--- src/rtl/spine_uplink_buffer.sv ---
// spine_uplink_buffer
// Elastic FIFO between a leaf router's spine output (which has no ready)
// and the spine switch. Absorbs bursts, honours spine backpressure, drops
// and counts flits on overflow, and exposes the destination field of the
// head flit for spine routing.
module spine_uplink_buffer #(
    parameter int DWIDTH     = 16,
    parameter int DEPTH      = 8,
    parameter int AFULL_LVL  = 6,
    parameter int DROP_CNT_W = 8
) (
    input  logic                     ACLK,
    input  logic                     ARESETn,
    input  logic [DWIDTH-1:0]        leaf_in_data,
    input  logic                     leaf_in_valid,
    output logic [DWIDTH-1:0]        spine_out_data,
    output logic                     spine_out_valid,
    input  logic                     spine_out_ready,
    output logic [5:0]               spine_dest_addr,
    output logic [$clog2(DEPTH):0]   occupancy,
    output logic                     afull,
    output logic                     overflow,
    output logic [DROP_CNT_W-1:0]    drop_count,
    input  logic                     clear_stats
);

    localparam int AW = $clog2(DEPTH);
    localparam int OW = AW + 1;

    logic [DWIDTH-1:0]     mem_q [DEPTH];

    logic [AW-1:0]         wr_ptr_q, wr_ptr_d;
    logic [AW-1:0]         rd_ptr_q, rd_ptr_d;
    logic [OW-1:0]         occ_q, occ_d;
    logic                  overflow_q, overflow_d;
    logic [DROP_CNT_W-1:0] drop_cnt_q, drop_cnt_d;

    logic                  not_empty;
    logic                  push;
    logic                  pop;
    logic                  drop;

    // Handshake decode: a full FIFO still accepts a flit when the head pops
    // in the same cycle; anything else arriving while full is dropped.
    always_comb begin
        not_empty = (occ_q != '0);
        pop       = not_empty & spine_out_ready;
        push      = leaf_in_valid & ((occ_q < OW'(DEPTH)) | pop);
        drop      = leaf_in_valid & ~push;
    end

    // Pointer and occupancy next state; pointers wrap naturally at DEPTH.
    always_comb begin
        wr_ptr_d = wr_ptr_q;
        rd_ptr_d = rd_ptr_q;
        occ_d    = occ_q;
        if (push) begin
            wr_ptr_d = wr_ptr_q + AW'(1);
        end
        if (pop) begin
            rd_ptr_d = rd_ptr_q + AW'(1);
        end
        unique case ({push, pop})
            2'b10:   occ_d = occ_q + OW'(1);
            2'b01:   occ_d = occ_q - OW'(1);
            default: occ_d = occ_q;
        endcase
    end

    // Drop statistics; a clear wins over a drop in the same cycle.
    always_comb begin
        overflow_d = overflow_q;
        drop_cnt_d = drop_cnt_q;
        if (clear_stats) begin
            overflow_d = 1'b0;
            drop_cnt_d = '0;
        end else if (drop) begin
            overflow_d = 1'b1;
            if (drop_cnt_q != '1) begin
                drop_cnt_d = drop_cnt_q + DROP_CNT_W'(1);
            end
        end
    end

    // Control state registers, cleared asynchronously.
    always_ff @(posedge ACLK or negedge ARESETn) begin
        if (!ARESETn) begin
            wr_ptr_q   <= '0;
            rd_ptr_q   <= '0;
            occ_q      <= '0;
            overflow_q <= 1'b0;
            drop_cnt_q <= '0;
        end else begin
            wr_ptr_q   <= wr_ptr_d;
            rd_ptr_q   <= rd_ptr_d;
            occ_q      <= occ_d;
            overflow_q <= overflow_d;
            drop_cnt_q <= drop_cnt_d;
        end
    end

    // Flit storage; no reset needed since occupancy gates every read.
    always_ff @(posedge ACLK) begin
        if (push) begin
            mem_q[wr_ptr_q] <= leaf_in_data;
        end
    end

    // Output view: head flit masked to zero while empty, status from state.
    always_comb begin
        spine_out_valid = not_empty;
        spine_out_data  = not_empty ? mem_q[rd_ptr_q] : '0;
        spine_dest_addr = spine_out_data[DWIDTH-1 -: 6];
        occupancy       = occ_q;
        afull           = (occ_q >= OW'(AFULL_LVL));
        overflow        = overflow_q;
        drop_count      = drop_cnt_q;
    end

endmodule

--- config.mk ---
export PLATFORM = sky130hd
export DESIGN_NAME = spine_uplink_buffer
export DESIGN_NICKNAME = d
export VERILOG_FILES = /design/src/rtl/spine_uplink_buffer.sv
export SDC_FILE = /design/constraint.sdc
export NUM_CORES = 1
export LEC_CHECK = 0
export ABC_AREA = 1
export CORE_ASPECT_RATIO = 0.9
export CORE_UTILIZATION = 57
export DETAILED_ROUTE_END_ITERATION = 10
export PLACE_DENSITY = 0.82
export SYNTH_ARGS = -nofsm -noshare
export SYNTH_HDL_FRONTEND = slang
export SYNTH_SLANG_ARGS = --single-unit
--- constraint.sdc ---
create_clock -name ACLK -period 2.92 [get_ports ACLK]
set_clock_uncertainty 0.2 [all_clocks]
set_input_delay 0.292 -clock ACLK [delete_from_list [all_inputs] [get_ports ACLK]]
set_output_delay 0.292 -clock ACLK [all_outputs]
set_load 0.01 [all_outputs]
==> flow_summary.yaml, run 1 <==
synthesis:
  ys_async_sr_fraction_pct: 12.9
  yosys-mux-area-fraction_pct: 0
  syn-cell-area_mm2: 0.00623
  synth_fp_nets: 567
  synth_compound_area_share_pct: 9.28
  synthSimpleGateAreaFrac_pct: 14.8
  synthFlopType: "edfxtp_1"
  synth_cell_types: 28
  synth-edff-count: 128
  synth-xor-area-share_pct: 1.27
  synth.ff_latch_count: 147
  synth_top_family_by_area: "simple AND/OR/NAND/NOR gates"
  syn_area_per_cell_um2: 11.5
  syn_inst: 540
  yosysSeqAreaShare_pct: 69.3
  ys_warn_count: 0
  synthAdderAreaFrac_pct: 1.20
critical_path:
  cpMostUsedCell: "nor2_1"
  critical_path_peak_fanout: 12
  max_stage_delay_ns: 0.57
  arrival_ns: 2.32
  startpoint_type: "flop"
  critPathCaptureType: "primary output"
  crit_type: "reg -> out"
  critPathSlowestCell: "clkdlybuf4s50_1"
  cp.required_ns: 2.43
  crit_chain: "buf_4, nor2_1, nor2_1, o21ai_0, o211ai_1, nand2_1, nor2_1, clkdlybuf4s50_1"
floorplanning:
  die-height_um: 101
  core_area_mm2: 0.0104
  pin_count: 58
  die_area_mm2: 0.0114
  rows: 35
  dieWidth_um: 112
  floorplan.initialDensity_pct: 59.8
final_layout:
  fin_nets: 633
  fillers: 653
  drive_above_1_share_pct: 11.1
  diodes: 0
  seqCellArea_mm2: 0.00432
  final_area_mm2: 0.00768
  layout_commonest_cell: "edfxtp_1"
  final_cell_mix: "128 x edfxtp_1, 123 x nor2_1, 67 x o21ai_0"
  synthToLayoutAreaGrowth_pct: 23.2
  multi_input_area_mm2: 0.00165
pwr:
  power.static_leakage_nw: 2.91
  p_per_area_mw_per_mm2: 1100
  ir_drop_mv: 0.769
  power_mw: 8.47
global_routing:
  grt_pass1_vias: 4381
  grt_first_pass_wirelength_mm: 22.5
  gr-total-overflow: 0
  busiest_layer: "met2"
  grt_use_met2_pct: 47.9
  grt_use_met3_pct: 5.75
  grtUsageMet1_pct: 32.9
  grtUsageTotal_pct: 27.4
  antenna_found_initial: 0
  grt_max_degree: 38
sta:
  max_freq_mhz: 356
  period_minus_slack_ns: 2.81
  finalCritPeriodShare_pct: 96.1
  setup_viol: 0
  slew_violations: 0
  finalHoldViolCount: 0
  worstMarginPinSlew_ns: 0.895
  hold_ws_ns: 0.168
  setup_tns_ns: 0
  slew_headroom_pct: 40.1
route:
  wl_per_cell_um: 19.5
  drt_wl_total_mm: 14.6
  vias: 4446
  drtIter0Drc: 362
  ant_nets: 0
  drc: 1
  drt_first_pass_iters: 8
  viasPerCell: 5.94
cts:
  insertion_delay_ns: 0.43
  clock_sinks: 147
  path_clk_slew_ns: 0.06
  root_buffer: "clkbuf_16"
  cts-hold-fix-buffers: 0
  cts_max_path_buffers: 2
  htreeDepth: 4
  post_cts_buffers: 0
  cts_buffers: 17
  cts_tree: "yes"
placement:
  dpl_cell_area_mm2: 0.00696
  io_buffers: 57
  place.gp.congestion: 0.754
  dp_hpwl_mm: 8.30
worst_hold_path:
  hold_path_class: "in -> async"
run_status:
  status: "complete, but fails checks"
  violations: "design-rule violations"
job:
  max_cap_violations: 0
==> sequential cells by signal, indices dropped and copies added, names as in the netlist <==
signal,count
drop_count,8
mem_q,128
occupancy,4
overflow,1
rd_ptr_q,3
wr_ptr_q,3
==> cell families (layout without fill, tap and decap cells) <==
family,Yosys count,count (layout)
buffers and inverters,56,135
flip-flops,147,147
AND/OR/NAND/NOR,219,219
XOR/XNOR,9,9
AO/OA/AOI/OAI,103,103
adder cells (fa/ha/maj),6,6
==> final cells by class <==
cell class	instances	area share, %
Sequential cell	147	56.3
Multi-Input combinational cell	337	21.5
Timing Repair Buffer	80	10.3
Clock buffer	23	6.36
Clock inverter	9	2.27
Tap cell	129	2.10
Inverter	23	1.17
==> synth_stat cells, types with 2 or more instances <==
library cell	n	share of area (%)
edfxtp_1	128	62
nor2_1	123	7.4
o21ai_0	67	5.4
nand2_1	60	3.6
inv_1	22	1.3
nand3_1	21	1.7
dfrtp_1	19	7.6
o211ai_1	16	1.9
o22ai_1	16	1.6
clkbuf_1	12	0.72
buf_2	10	0.80
buf_4	9	1.1
ha_1	6	1.2
xor2_1	6	0.84
nor2_2	4	0.40
xnor2_1	3	0.42
a21oi_1	2	0.16
clkbuf_2	2	0.16
nand2_2	2	0.20
nand2_4	2	0.36
nand3b_1	2	0.24
nor2_4	2	0.36
==> layer usage <==
layer  part of all wire, %  vias to the layer above
li1                      -                     2016
met1                    39                     2199
met2                    53                      209
met3                   6.5                       22
met4                   1.5                        0
met5                     0                        -
==> power by group <==
| part | internal (mW) | switching, mW |
|---|---|---|
| Combinational | 1.38 | 1.90 |
| Clock | 1.60 | 0.818 |
| Sequential | 2.61 | 0.163 |
| Total | 5.59 | 2.88 |
==> worst paths after layout <==
| kind | start | to | slack, ns | cells after the start |
|---|---|---|---|---|
| max reg2reg | occupancy[2]$_DFFE_PN0P_ | occupancy[2]$_DFFE_PN0P_ | 0.29 | 13 |
| max in group asynchronous | ARESETn | rd_ptr_q[0]$_DFFE_PN0P_ | 1.72 | 1 |
| min | ARESETn | drop_count[0]$_DFFE_PN0P_ | 0.17 | 1 |
| max | rd_ptr_q[0]$_DFFE_PN0P_ | spine_out_data[11] | 0.11 | 8 |
| min reg2reg | overflow$_DFFE_PN0P_ | overflow$_DFFE_PN0P_ | 0.31 | 2 |
| min in group ACLK | clear_stats | overflow$_DFFE_PN0P_ | 0.22 | 2 |
==> critical path: cells and delay by family, from the launching register on <==
family                 cells  cell delay [ns]
buffers and inverters      2             0.78
AO/OA/AOI/OAI              2             0.28
flip-flops                 1             0.42
AND/OR/NAND/NOR            4             0.40
==> stage by stage <==
| stage | std cells | worst slack, ns | util, % |
|---|---|---|---|
| after floorplan | 540 | 0.544 | - |
| after global placement | 716 | 0.467 | 66.8 |
| after detailed placement | 716 | 0.351 | 66.8 |
| after CTS | 748 | 0.0486 | 73.2 |
| after global routing | 748 | -0.00672 | 73.7 |
| final | 748 | 0.113 | 73.7 |
==> timing repair <==
item | 4_1_cts | 5_1_grt
resized for setup | 2 | 13
endpoints found under the hold margin | 0 | 0
endpoints found under the setup margin | 2 | 16
gates cloned | 0 | 0
(Power assumes the default switching activity.)
==> run 2: changes to the inputs <==
--- a/config.mk
+++ b/config.mk
@@ -7,9 +7,9 @@
 export LEC_CHECK = 0
 export ABC_AREA = 1
 export CORE_ASPECT_RATIO = 0.9
-export CORE_UTILIZATION = 57
+export CORE_UTILIZATION = 51
 export DETAILED_ROUTE_END_ITERATION = 10
-export PLACE_DENSITY = 0.82
+export PLACE_DENSITY = 0.78
 export SYNTH_ARGS = -nofsm -noshare
 export SYNTH_HDL_FRONTEND = slang
 export SYNTH_SLANG_ARGS = --single-unit
==> constraint.sdc (replaced) <==
create_clock -name ACLK -period 2.4 [get_ports ACLK]
set_clock_uncertainty 0.2 [all_clocks]
set_input_delay 0.24 -clock ACLK [delete_from_list [all_inputs] [get_ports ACLK]]
set_output_delay 0.24 -clock ACLK [all_outputs]
set_load 0.01 [all_outputs]
==> flow_summary.yaml, run 2 (same netlist as run 1, synthesis figures left out) <==
final_layout:
  seqCellArea_mm2: 0.00432
  synthToLayoutAreaGrowth_pct: 24.5
  diodes: 0
  largest_reg_flops: 128
  multi_input_area_mm2: 0.00167
  drive_above_1_share_pct: 14.4
  regMostFlops: "mem_q"
  layout_commonest_cell: "edfxtp_1"
  final_cell_mix: "128 x edfxtp_1, 119 x nor2_1, 66 x o21ai_0"
  fillers: 836
  final_cells: 780
  fin_nets: 639
floorplanning:
  die-height_um: 107
  pin_count: 58
  rows: 37
  floorplan.initialDensity_pct: 53.4
  dieWidth_um: 119
  core_area_mm2: 0.0117
  die_area_mm2: 0.0127
pwr:
  switching_power_mw: 3.53
  pwr-share-clk_pct: 25.7
  combinationalPowerShare_pct: 39.9
  p_int_mw: 6.28
  power.static_leakage_nw: 2.95
  p_sw_share_pct: 36.0
  p_per_area_mw_per_mm2: 1260
  ir_drop_mv: 0.524
  seqPwrFrac_pct: 34.4
placement:
  placed_cells: 746
  place_worst_setup_slack_ns: 0.0865
  dp_hpwl_mm: 8.07
  io_buffers: 57
  place.gp.congestion: 0.784
sta:
  period_minus_slack_ns: 2.40
  max_freq_mhz: 417
  finalHoldViolCount: 0
  slew_headroom_pct: 69.9
  slew_violations: 0
  hold_ws_ns: 0.187
  rsz0062_at_grt: "yes"
  postLayoutSetupSlackWorst_ns: 0.000672
  setup_tns_ns: 0
  finalCritPeriodShare_pct: 100
  worstMarginPinSlew_ns: 0.451
  setup_viol: 0
route:
  vias: 4388
  drt_first_pass_iters: 7
  drt_wl_total_mm: 14.0
  drtIter0Drc: 397
  drc: 0
  wl_per_cell_um: 17.9
  ant_nets: 0
  viasPerCell: 5.63
global_routing:
  grtUsageTotal_pct: 23.1
  gr-total-overflow: 0
  grt_max_degree: 34
  antenna_found_initial: 0
  grt_first_pass_wirelength_mm: 21.8
  grt_pass1_vias: 4304
cts:
  clock_sinks: 147
  cts_buffers: 17
  post_cts_buffers: 0
  htreeDepth: 4
  root_buffer: "clkbuf_16"
  cts_tree: "yes"
  path_clk_slew_ns: 0.06
  insertion_delay_ns: 0.42
  cts_max_path_buffers: 2
run_status:
  status: "finished clean"
critical_path:
  critPathSlowestCell: "dfrtp_2"
  critical_path_peak_fanout: 16
  crit_chain: "inv_6, buf_12, o21ai_0, o22ai_1, nor2_1, nor2_2, dlygate4sd2_1"
  arrival_ns: 1.96
  max_stage_delay_ns: 0.49
  critPathCaptureType: "primary output"
  startpoint_type: "flop"
  crit_type: "reg -> out"
  cp.required_ns: 1.96
job:
  max_cap_violations: 0
worst_hold_path:
  hold_path_class: "in -> reg"
## run 2: changes by cell type in the layout (fill, tap and decap cells not counted), moves of 6 or more
cell             previous run  this run
dlygate4sd2_1               0         8
clkbuf_2                    0        11
buf_12                      3        12
clkdlybuf4s50_1            56        35
buf_4                      18        12
## run 2: final cells by class
class / instances / share of cell area [%]
timing repair buffer: 86 / 11.8
multi-input combinational: 337 / 21.5
inverter: 23 / 1.18
sequential: 147 / 55.7
clock buffer: 18 / 5.53
clock inverter: 13 / 1.73
tap: 156 / 2.52
## run 2: timing repair
item,CTS,global route
cloned,0,2
pin swaps,0,0
setup endpoints to repair,22,23
resized for setup,28,39
hold buffers,1,0
hold endpoints to repair,19,0
## run 2: critical path: cells and delay by family, from the launching register on
kind	cells	cell delay (ns)
flops	1	0.49
buf+inv	3	0.57
compound gates	2	0.24
simple gates	2	0.24
## run 2: power groups by stage
stage               Clock, mW  Sequential, mW  Combinational, mW
floorplan                   0            3.36               2.32
global placement            0            3.36               3.85
detailed placement          0            3.38               3.99
CTS                      2.55            3.35               3.78
global route             2.64            3.40               4.29
finish                   2.52            3.37               3.91
## run 2: metal layers
metal,up-vias,share of wire [%],routed length [um],track usage (%)
met5,-,0,0,0
met2,168,50,6990,38.6
met4,0,2.9,405,12.2
met1,2151,41,5810,28.9
met3,37,5.7,794,4.41
li1,2032,-,-,-
## run 2: worst paths after layout
check	from	end	slack [ns]	cells after the start
max	rd_ptr_q[0]$_DFFE_PN0P_	spine_out_data[12]	0.0007	7
min	clear_stats	overflow$_DFFE_PN0P_	0.19	2
max reg2reg	occupancy[1]$_DFFE_PN0P_	occupancy[2]$_DFFE_PN0P_	0.15	13
min reg2reg	overflow$_DFFE_PN0P_	overflow$_DFFE_PN0P_	0.32	2
max in group asynchronous	ARESETn	rd_ptr_q[0]$_DFFE_PN0P_	1.23	3
min in group asynchronous	ARESETn	drop_count[0]$_DFFE_PN0P_	0.52	3
## run 2: stage by stage
step / util [%] / cell area (um2) / power [mW]
4_1_cts: 66.0 / 7700 / 9.67
3_3_place_gp: 61.2 / 7140 / 7.21
6_report: 66.5 / 7760 / 9.81
3_5_place_dp: 61.2 / 7140 / 7.38
2_1_floorplan: - / 6230 / 5.68
5_1_grt: 66.5 / 7760 / 10.3
